===== config.mk =====
export PLATFORM = sky130hd
export DESIGN_NAME = mem_traffic_master_flat
export DESIGN_NICKNAME = d
export VERILOG_FILES = /design/src/rtl/mem_traffic_master_if.sv /design/src/rtl/mem_traffic_master.sv /design/src/flat_wrapper.sv
export SDC_FILE = /design/constraint.sdc
export NUM_CORES = 1
export LEC_CHECK = 0
export ABC_AREA = 0
export BUFFER_PORTS_ARGS = -buffer_cell sky130_fd_sc_hd__buf_4
export CORE_ASPECT_RATIO = 0.6
export CORE_MARGIN = 10
export CORE_UTILIZATION = 40
export DETAILED_ROUTE_END_ITERATION = 8
export GPL_TIMING_DRIVEN = 1
export PLACE_DENSITY = 0.67
export SYNTH_ARGS = -nofsm -noshare
export SYNTH_HDL_FRONTEND = slang
export SYNTH_SLANG_ARGS = --single-unit

===== constraint.sdc =====
create_clock -name clk -period 3.05 [get_ports clk]
set_clock_uncertainty 0.1 [all_clocks]
set_input_delay 0.305 -clock clk [delete_from_list [all_inputs] [get_ports clk]]
set_output_delay 0.305 -clock clk [all_outputs]
set_load 0.01 [all_outputs]

===== src/rtl/mem_traffic_master_if.sv =====
// ---------------------------------------------------------------------------
// mem_traffic_master_if
//
// Purpose: valid/ready memory request bus between the traffic master and a
// memory responder. One request is outstanding at a time; the master holds
// valid, addr, wdata and wstrb stable until ready is sampled high.
//
// Signals:
//   mem_valid  master -> slave  request valid
//   mem_instr  master -> slave  instruction fetch flag (always 0 here)
//   mem_addr   master -> slave  byte address
//   mem_wdata  master -> slave  write data
//   mem_wstrb  master -> slave  byte strobes (4'hF write, 4'h0 read)
//   mem_ready  slave  -> master request completion
//   mem_rdata  slave  -> master read data, valid with mem_ready
// ---------------------------------------------------------------------------
interface mem_traffic_master_if;
    logic        mem_valid;
    logic        mem_instr;
    logic        mem_ready;
    logic [31:0] mem_addr;
    logic [31:0] mem_wdata;
    logic [3:0]  mem_wstrb;
    logic [31:0] mem_rdata;

    modport master (
        output mem_valid, mem_instr, mem_addr, mem_wdata, mem_wstrb,
        input  mem_ready, mem_rdata
    );

    modport slave (
        input  mem_valid, mem_instr, mem_addr, mem_wdata, mem_wstrb,
        output mem_ready, mem_rdata
    );
endinterface


===== src/rtl/mem_traffic_master.sv =====
// ---------------------------------------------------------------------------
// mem_traffic_master
//
// Purpose: self-running memory traffic generator. On a start pulse it issues
// NUM_OPS pseudo-random reads/writes into a window of ADDR_WORDS 32-bit words
// at ADDR_BASE, one at a time, measuring worst-case latency and flagging any
// request that waits longer than TIMEOUT cycles for mem_ready.
//
// Optional feature (macro MEM_TRAFFIC_CHECK_EN): a shadow copy of the window
// records every completed write; reads of previously written words are
// compared against it and mismatches counted in err_count. Without the macro
// err_count is tied to 0 and no shadow storage exists.
//
// Ports:
//   clk          in   single clock, rising edge
//   resetn       in   synchronous active-low reset
//   start        in   one-cycle pulse, begins a run from IDLE or DONE
//   busy         out  run in progress
//   done         out  run finished, held until next start or reset
//   timeout_err  out  sticky, a request exceeded TIMEOUT
//   op_count     out  completed transactions in the current run
//   err_count    out  read-data mismatches in the current run (saturating)
//   lat_max      out  worst-case latency in cycles (saturating)
//   mem          if   master side of the memory request bus
// ---------------------------------------------------------------------------
module mem_traffic_master #(
    parameter logic [31:0] ADDR_BASE  = 32'h0000_4000,
    parameter int          ADDR_WORDS = 64,
    parameter int          NUM_OPS    = 256,
    parameter int          TIMEOUT    = 255
) (
    input  logic                    clk,
    input  logic                    resetn,
    input  logic                    start,
    output logic                    busy,
    output logic                    done,
    output logic                    timeout_err,
    output logic [15:0]             op_count,
    output logic [15:0]             err_count,
    output logic [15:0]             lat_max,
    mem_traffic_master_if.master    mem
);

    localparam int          IDX_W     = $clog2(ADDR_WORDS);
    localparam logic [15:0] NUM_OPS_C = 16'(NUM_OPS);
    localparam logic [15:0] TIMEOUT_C = 16'(TIMEOUT);
    localparam logic [15:0] LFSR_SEED = 16'hACE1;

    typedef enum logic [4:0] {
        ST_IDLE  = 5'b00001,
        ST_ISSUE = 5'b00010,
        ST_WAIT  = 5'b00100,
        ST_CHECK = 5'b01000,
        ST_DONE  = 5'b10000
    } state_t;

    // Fibonacci LFSR, taps 16,14,13,11, shifting toward bit 0.
    function automatic logic [15:0] lfsr_step(input logic [15:0] s);
        return {s[0] ^ s[2] ^ s[3] ^ s[5], s[15:1]};
    endfunction

    function automatic logic [15:0] sat_inc16(input logic [15:0] v);
        return (v == 16'hFFFF) ? v : v + 16'd1;
    endfunction

    state_t            state, state_nxt;
    logic [15:0]       lfsr;
    logic [15:0]       wait_cnt;
    logic              req_valid;
    logic [31:0]       req_addr;
    logic [31:0]       req_wdata;
    logic [3:0]        req_wstrb;
    logic [IDX_W-1:0]  lfsr_idx;
    logic              start_run;
    logic              hs;
    logic              tmo;
    logic              last_op;
    logic [15:0]       lat_now;

    assign lfsr_idx  = lfsr[8 +: IDX_W];
    assign start_run = start && ((state == ST_IDLE) || (state == ST_DONE));
    assign hs        = (state == ST_WAIT) && mem.mem_ready;
    assign tmo       = (state == ST_WAIT) && !mem.mem_ready && (wait_cnt == TIMEOUT_C);
    assign last_op   = (op_count == NUM_OPS_C - 16'd1);
    // wait_cnt is 0 on the first valid cycle, so the inclusive latency is one more.
    assign lat_now   = sat_inc16(wait_cnt);

    assign busy          = (state == ST_ISSUE) || (state == ST_WAIT) || (state == ST_CHECK);
    assign done          = (state == ST_DONE);
    assign mem.mem_valid = req_valid;
    assign mem.mem_instr = 1'b0;
    assign mem.mem_addr  = req_addr;
    assign mem.mem_wdata = req_wdata;
    assign mem.mem_wstrb = req_wstrb;

    always_ff @(posedge clk) begin
        if (!resetn) begin
            state <= ST_IDLE;
        end else begin
            state <= state_nxt;
        end
    end

    always_comb begin
        state_nxt = state;
        case (state)
            ST_IDLE, ST_DONE: if (start) state_nxt = ST_ISSUE;
            ST_ISSUE:         state_nxt = ST_WAIT;
            ST_WAIT: begin
                if (mem.mem_ready) begin
                    state_nxt = ST_CHECK;
                end else if (wait_cnt == TIMEOUT_C) begin
                    state_nxt = ST_DONE;
                end
            end
            ST_CHECK:         state_nxt = last_op ? ST_DONE : ST_ISSUE;
            default:          state_nxt = ST_IDLE;
        endcase
    end

    // Request issue, wait accounting and run statistics.
    always_ff @(posedge clk) begin
        if (!resetn) begin
            lfsr        <= LFSR_SEED;
            req_valid   <= 1'b0;
            req_addr    <= '0;
            req_wdata   <= '0;
            req_wstrb   <= '0;
            wait_cnt    <= '0;
            op_count    <= '0;
            lat_max     <= '0;
            timeout_err <= 1'b0;
        end else begin
            if (start_run) begin
                op_count    <= '0;
                lat_max     <= '0;
                timeout_err <= 1'b0;
            end
            if (state == ST_ISSUE) begin
                req_valid <= 1'b1;
                req_addr  <= ADDR_BASE + (32'(lfsr_idx) << 2);
                req_wdata <= {lfsr, ~lfsr};
                req_wstrb <= lfsr[0] ? 4'hF : 4'h0;
                wait_cnt  <= '0;
            end
            if (hs) begin
                req_valid <= 1'b0;
                if (lat_now > lat_max) lat_max <= lat_now;
            end else if (tmo) begin
                // Abandon the request; the LFSR is not advanced.
                req_valid   <= 1'b0;
                timeout_err <= 1'b1;
            end else if (state == ST_WAIT) begin
                wait_cnt <= wait_cnt + 16'd1;
            end
            if (state == ST_CHECK) begin
                op_count <= op_count + 16'd1;
                lfsr     <= lfsr_step(lfsr);
            end
        end
    end

`ifdef MEM_TRAFFIC_CHECK_EN
    logic [31:0]           shadow [ADDR_WORDS];
    logic [ADDR_WORDS-1:0] shadow_vld;
    logic [IDX_W-1:0]      idx_p1;
    logic [31:0]           rdata_p1;

    // Index and response data captured for the CHECK cycle; data only, no reset.
    always_ff @(posedge clk) begin
        if (state == ST_ISSUE) idx_p1 <= lfsr_idx;
        if (hs)                rdata_p1 <= mem.mem_rdata;
    end

    always_ff @(posedge clk) begin
        if ((state == ST_CHECK) && req_wstrb[0]) shadow[idx_p1] <= req_wdata;
    end

    // Valid bits survive across runs; only reset forgets what was written.
    always_ff @(posedge clk) begin
        if (!resetn) begin
            shadow_vld <= '0;
            err_count  <= '0;
        end else begin
            if (start_run) err_count <= '0;
            if (state == ST_CHECK) begin
                if (req_wstrb[0]) begin
                    shadow_vld[idx_p1] <= 1'b1;
                end else if (shadow_vld[idx_p1] && (shadow[idx_p1] != rdata_p1)) begin
                    err_count <= sat_inc16(err_count);
                end
            end
        end
    end
`else
    logic unused_rdata;
    assign unused_rdata = ^mem.mem_rdata;
    assign err_count    = 16'd0;
`endif

endmodule

===== src/flat_wrapper.sv =====
// flat-port wrapper written by rule: the top's interface ports become plain ports
module mem_traffic_master_flat 
#(
    parameter logic [31:0] ADDR_BASE  = 32'h0000_4000,
    parameter int          ADDR_WORDS = 64,
    parameter int          NUM_OPS    = 256,
    parameter int          TIMEOUT    = 255
)
  (clk, resetn, start, busy, done, timeout_err, op_count, err_count, lat_max, mem_mem_valid, mem_mem_instr, mem_mem_addr, mem_mem_wdata, mem_mem_wstrb, mem_mem_ready, mem_mem_rdata);
  mem_traffic_master_if mem_i ();
  input  logic clk;
  input  logic resetn;
  input  logic start;
  output logic busy;
  output logic done;
  output logic timeout_err;
  output logic [15:0] op_count;
  output logic [15:0] err_count;
  output logic [15:0] lat_max;
  output wire logic [$bits(mem_i.mem_valid)-1:0] mem_mem_valid;
  output wire logic [$bits(mem_i.mem_instr)-1:0] mem_mem_instr;
  output wire logic [$bits(mem_i.mem_addr)-1:0] mem_mem_addr;
  output wire logic [$bits(mem_i.mem_wdata)-1:0] mem_mem_wdata;
  output wire logic [$bits(mem_i.mem_wstrb)-1:0] mem_mem_wstrb;
  input wire logic [$bits(mem_i.mem_ready)-1:0] mem_mem_ready;
  input wire logic [$bits(mem_i.mem_rdata)-1:0] mem_mem_rdata;
  assign mem_mem_valid = mem_i.mem_valid;
  assign mem_mem_instr = mem_i.mem_instr;
  assign mem_mem_addr = mem_i.mem_addr;
  assign mem_mem_wdata = mem_i.mem_wdata;
  assign mem_mem_wstrb = mem_i.mem_wstrb;
  assign mem_i.mem_ready = mem_mem_ready;
  assign mem_i.mem_rdata = mem_mem_rdata;
  mem_traffic_master #(.ADDR_BASE(ADDR_BASE), .ADDR_WORDS(ADDR_WORDS), .NUM_OPS(NUM_OPS), .TIMEOUT(TIMEOUT)) u_core (.clk(clk), .resetn(resetn), .start(start), .busy(busy), .done(done), .timeout_err(timeout_err), .op_count(op_count), .err_count(err_count), .lat_max(lat_max), .mem(mem_i));
endmodule

==> reports/metrics.cfg, run 1 <==
[clock_tree]
clkSinkCount=104
clkLatencyLatePin_ns=0.35
cts_hold_repair.buffers=0
cts_tree=built
htreeDepth=3
clock_path_buffers=2
cts-buffers-inserted=9
clockRootBuffer=clkbuf_16
cts.clk_slew.worst_paths_ns=0.07

[placement]
gp_congestion=0.846
hpwlAfterDp_mm=10.5
port_buffers=82
dp_slack_ns=-0.0407

[drt]
drtAntennaViolNets=0
firstDrtPassIters=5
routedWlPerCell_um=15.0
wirelength_mm=14.5
vias=4768
drc=0
avgViaCountPerCell=4.93
dr.first_iter.drc_count=372

[yosys]
avgSynthCellArea_um2=7.79
netlist_top_cells_count=nand2_1 (125), dfxtp_1 (104), nor2_1 (77)
seq_area_frac_synth_pct=38.2
ys_types=54
ys_ff_latch=104
netlist_instances=700
async_flop_share_pct=0
synth_warnings=0
yosys.area.top_type_share_pct=38.2
synth.most_common_cell=nand2_1
synth_edf_count=0
synth_top_area_cell=dfxtp_1
ys.flop_type=dfxtp_1
syn_area_mm2=0.00546
synth_area_leaders=dfxtp_1 (38%), nand2_1 (8.6%), buf_4 (7.2%)

[floorplan]
rows=32
core-area_mm2=0.0131
dieArea_mm2=0.0189
initial_utilization_pct=41.7
ios=157
die_w_um=171
die_h_um=110

[global_routing]
grt_overflow=0
grt_max_degree=60
grt_pass1_vias=4431
groute.usage.overall_pct=14.9
antenna_found_initial=0
grt_pass1_wl_mm=23.5

[outcome]
violations=negative setup slack
status=finished with violations

[hold_path]
hold_path.class=in -> reg
min_path_cells=3
worstHoldStart=start
hold_end=u_core.state[2]

[power_and_ir_drop]
internal-power_mw=2.23
power_mw=3.11
p_comb_share_pct=13.4
clockPowerShare_pct=39.9
seq_power_share_pct=46.7
switchingPower_mw=0.875
peakVddDrop_mv=0.294
swShare_pct=28.1
powerDensity_mw_per_mm2=462
power_leakage_nw=2.92

[setup_path]
reg2reg_depth=15
cpMostUsedCell=buf_12
reg2reg_slack_ns=-0.04
worst_ep_required_time_ns=3.22
path_cells=and4_2 -> nand4_1 -> buf_6 -> buf_4 -> nand3_1 -> o21a_1 -> ha_1 -> and3_4 -> nand4_4 -> nor2_1 -> a211o_2 -> o211ai_4 -> buf_12 -> buf_12 -> mux2i_1
rr_startpoint=u_core.wait_cnt[13]
path_max_fanout=6
slowest_delay_ns=0.43
slowest_stage=dfxtp_1
crit_arrival_ns=3.27
worstSetupStartpointType=register
r2r-end=u_core.lat_max[7]
crit_type=reg -> reg
crit_path_end_kind=register

[final_layout]
fill_cells=1267
nNetsFinal=846
n_antenna_cell=0
syn_to_final_growth_pct=23.3
multi_input_area_mm2=0.00299
drive_gt1_share_pct=23.1
seq_area_mm2=0.00209

[timing]
finalSetupTns_ns=-0.310
fin_crit_sh_pct=101
rsz0062_at_grt=true
fmax_mhz=323
period_minus_slack_ns=3.09
maxSlewViolCount=0
relSlewSlack_pct=29.5
setup_ws_ns=-0.0412
worst_pin_slew_ns=1.06
hold_viol_final=0
setup_viol=12

[job]
maxCapViolCount=0

## sequential cells by signal (all words and copies together) (netlist names)
register / flops
u_core.timeout_err: 1
u_core.mem.mem_wdata: 32
u_core.lat_max: 16
u_core.state: 5
u_core.mem.mem_addr: 1
u_core.wait_cnt: 16
u_core.op_count: 16
u_core.lfsr: 16
u_core.mem.mem_valid: 1
## area by class of cell
type / count / area share, %
Multi-Input combinational cell: 525 / 44.4
Sequential cell: 104 / 31.1
Timing Repair Buffer: 131 / 15.4
Clock buffer: 10 / 3.55
Tap cell: 170 / 3.16
Clock inverter: 6 / 1.21
Inverter: 21 / 1.17
## power by group through the flow
stage / Combinational, mW / Clock [mW] / Sequential, mW
after detailed placement: 0.417 / 0 / 1.49
final: 0.415 / 1.24 / 1.45
after floorplan: 0.309 / 0 / 1.49
after global routing: 0.465 / 1.33 / 1.46
after CTS: 0.419 / 1.27 / 1.45
after global placement: 0.413 / 0 / 1.48
## worst max-delay path by stage
| stage | from | to | slack, ns | cells after the start |
|---|---|---|---|---|
| floorplan | u_core.wait_cnt[1] | u_core.lat_max[10] | 0.0004 | 14 |
| global placement | u_core.wait_cnt[0] | u_core.lat_max[4] | -0.02 | 11 |
| detailed placement | u_core.wait_cnt[0] | u_core.lat_max[1] | -0.04 | 11 |
| CTS | u_core.wait_cnt[1] | u_core.lat_max[11] | -0.003 | 14 |
| global route | u_core.wait_cnt[13] | u_core.lat_max[15] | -0.21 | 15 |
| finish | u_core.wait_cnt[13] | u_core.lat_max[7] | -0.04 | 15 |
## worst max-delay path: cells and delay by family (launching register included)
| kind | cells | cell delay (ns) |
|---|---|---|
| buf+inv | 4 | 0.57 |
| flops | 1 | 0.43 |
| fa+ha+maj | 1 | 0.22 |
| simple gates | 6 | 0.87 |
| compound gates | 3 | 0.64 |
| mux | 1 | 0.18 |
## through the flow
stage / utilization (%) / std cells / cell area [µm²] / hold WS (ns)
6_report: 51.4 / 967 / 6730 / 0.174
5_1_grt: 51.4 / 967 / 6730 / 0.165
4_1_cts: 51.3 / 967 / 6720 / 0.155
3_5_place_dp: 47.7 / 943 / 6240 / 0.349
3_3_place_gp: 47.7 / 943 / 6240 / 0.345
2_1_floorplan: - / 741 / 5680 / 0.359
## cells in the final DEF (no fill, tap or decap), types with 4 or more instances in the layout
cell         n
a21oi_1     75
a31oi_1      5
and2_1       4
and3_1       6
and3_4       4
and4_1       6
buf_4      126
clkbuf_16    9
conb_1      42
dfxtp_1    100
ha_1        16
inv_1       20
mux2i_1     16
nand2_1    125
nand3_1     25
nand3b_1    10
nand4_1      9
nor2_1      74
nor2_2       4
o211ai_1     4
o21ai_0     15
o21ai_1     13
or3_1        4
xnor2_1     13
## metal layers
metal  vias up  share of wire (%)  GRT usage (%)  routed length [µm]
met5         -                  0              0                   0
met4         0               0.17           2.49                  24
met3         2                6.2           4.05                 905
met2       118                 41           20.8                5880
met1      2189                 53           22.1                7690
li1       2459                  -              -                   -
## kinds of logic after synthesis
kind of cell	after synthesis	share of synthesized area, %
flip-flops	104	38.2
AND/OR/NAND/NOR	301	26.1
XOR/XNOR	16	2.57
other	1	0.0687
adder cells (fa/ha/maj)	18	4.13
buffers and inverters	112	11.9
AO/OA/AOI/OAI	127	13.1
multiplexers	21	3.97
## what timing repair did
action | CTS | global route
buffers inserted | 7 | 1
pin swaps | 4 | 1
cloned | 1 | 0
setup endpoints to repair | 16 | 16
gates resized for setup | 15 | 3
No activity file was read; power rests on OpenSTA's default activity.
==> run 2, diff against run 1 <==
==> constraint.sdc (replaced) <==
create_clock -name clk -period 3.05 [get_ports clk]
set_clock_uncertainty 0.1 [all_clocks]
set_input_delay 0.305 -clock clk [delete_from_list [all_inputs] [get_ports clk]]
set_output_delay 0.305 -clock clk [all_outputs]
set_load 0.005 [all_outputs]
==> reports/metrics.cfg, run 2 (synthesized netlist as in run 1, its figures left out) <==
[clock_tree]
cts.clk_slew.worst_paths_ns=0.08
cts_hold_repair.buffers=0
clock_path_buffers=2
htreeDepth=3
cts_tree=built
clkSinkCount=104
cts-buffers-inserted=9
clockRootBuffer=clkbuf_16
clkLatencyLatePin_ns=0.35

[timing]
relSlewSlack_pct=55.4
rsz0062_at_grt=true
maxSlewViolCount=0
setup_ws_ns=-0.0751
fin_crit_sh_pct=102
setup_viol=13
period_minus_slack_ns=3.13
holdWs_ns=0.143
hold_viol_final=0
worst_pin_slew_ns=0.668
fmax_mhz=320

[placement]
gp_congestion=0.886
hpwlAfterDp_mm=10.6
port_buffers=82
dp_slack_ns=-0.0384
post_dp_cell_area_mm2=0.00628

[floorplan]
core-area_mm2=0.0131
die_h_um=110
dieArea_mm2=0.0189
rows=32
initial_utilization_pct=41.7
ios=157
die_w_um=171

[final_layout]
largest_reg_flops=32
most-common-layout-cells=buf_4 (129), nand2_1 (125), dfxtp_1 (97)
fill_cells=1280
utilization_pct=51.2
final_area_mm2=0.00671
seq_area_mm2=0.00210
multi_input_area_mm2=0.00297
n_antenna_cell=0
drive_gt1_share_pct=23.6
layout_commonest_cell=buf_4
syn_to_final_growth_pct=22.9
nNetsFinal=849

[setup_path]
worstSetupStartpointType=register
worst_ep_required_time_ns=3.23
crit_type=reg -> reg
crit_arrival_ns=3.30
crit_path_end_kind=register
path_max_fanout=5

[global_routing]
grt_overflow=0
grt_pass1_vias=4498
antenna_found_initial=0
grt_util_met2_pct=21.4
grt_pass1_wl_mm=23.8
grt_max_degree=49
grtUsageMet3_pct=4.65
use_met1_pct=21.5
groute.usage.overall_pct=15.0
busiest_layer=met1

[drt]
vias=4805
routedWlPerCell_um=14.8
firstDrtPassIters=5
wirelength_mm=14.4
drc=0
drtAntennaViolNets=0
dr.first_iter.drc_count=383
avgViaCountPerCell=4.95

[outcome]
status=finished with violations
violations=negative setup slack

[job]
maxCapViolCount=0

[power_and_ir_drop]
powerDensity_mw_per_mm2=442
peakVddDrop_mv=0.233
power_leakage_nw=2.91

[hold_path]
hold_path.class=in -> reg

run 2: cell count changes in the layout (fill, tap and decap cells not counted), sizes merged:
cell	change
bufinv	-1
clkinv	+1
buf	+3
clkinvlp	+1
clkbuf	-1
run 2: final cells by class:
cell class,instances,area share [%]
clock buffers,9,3.36
clock inverters,7,0.914
inverters,21,1.18
multi-input cells,525,44.3
flip-flops and latches,104,31.3
well taps,170,3.17
repair buffers,134,15.8
run 2: metal layers:
layer | vias up | share of wire, %
met5 | - | 0
met4 | 0 | 0.42
met3 | 8 | 6.5
li1 | 2475 | -
met2 | 132 | 42
met1 | 2190 | 51
run 2: stage by stage:
stage          power [mW]  instances  setup TNS, ns
3_3_place_gp         1.86        947         -0.329
6_report             2.96        970         -0.550
3_5_place_dp         1.87        947         -0.414
5_1_grt              3.11        970          -2.11
2_1_floorplan        1.77        741              0
4_1_cts              3.00        969         -0.205
run 2: repair_timing:
action / 4_1_cts / 5_1_grt
endpoints found under the setup margin: 16 / 16
gates resized for setup: 13 / 7
pin swaps: 5 / 2
gates cloned: 1 / 0
buffers inserted: 6 / 1
hold endpoints to repair: 0 / 0
run 2: worst paths after layout:
kind	startpoint	endpoint	slack, ns	depth (start not counted)
worst max-delay path	u_core.wait_cnt[1]	u_core.lat_max[13]	-0.08	14
worst min-delay path	start	u_core.state[2]	0.14	3
worst max register to register	u_core.wait_cnt[1]	u_core.lat_max[13]	-0.08	14
worst min register to register	u_core.mem.mem_wdata[19]	u_core.mem.mem_wdata[19]	0.36	2
run 2: report_power, final:
group	leakage (nW)	internal (mW)	switching, mW
Combinational	1.92	0.147	0.239
Sequential	0.843	1.41	0.0444
Clock	0.140	0.572	0.557
run 2: critical path, cell delays in order (launching register included):
cell and delay [ns]:
dfxtp_4 0.37, ha_4 0.16, and3_4 0.15, nand4_1 0.16
buf_6 0.14, nand4_1 0.07, mux2_4 0.30, ha_4 0.27
and3_4 0.20, nand4_4 0.13, or4_4 0.46, o211ai_4 0.11
buf_12 0.15, buf_12 0.11, mux2i_1 0.17
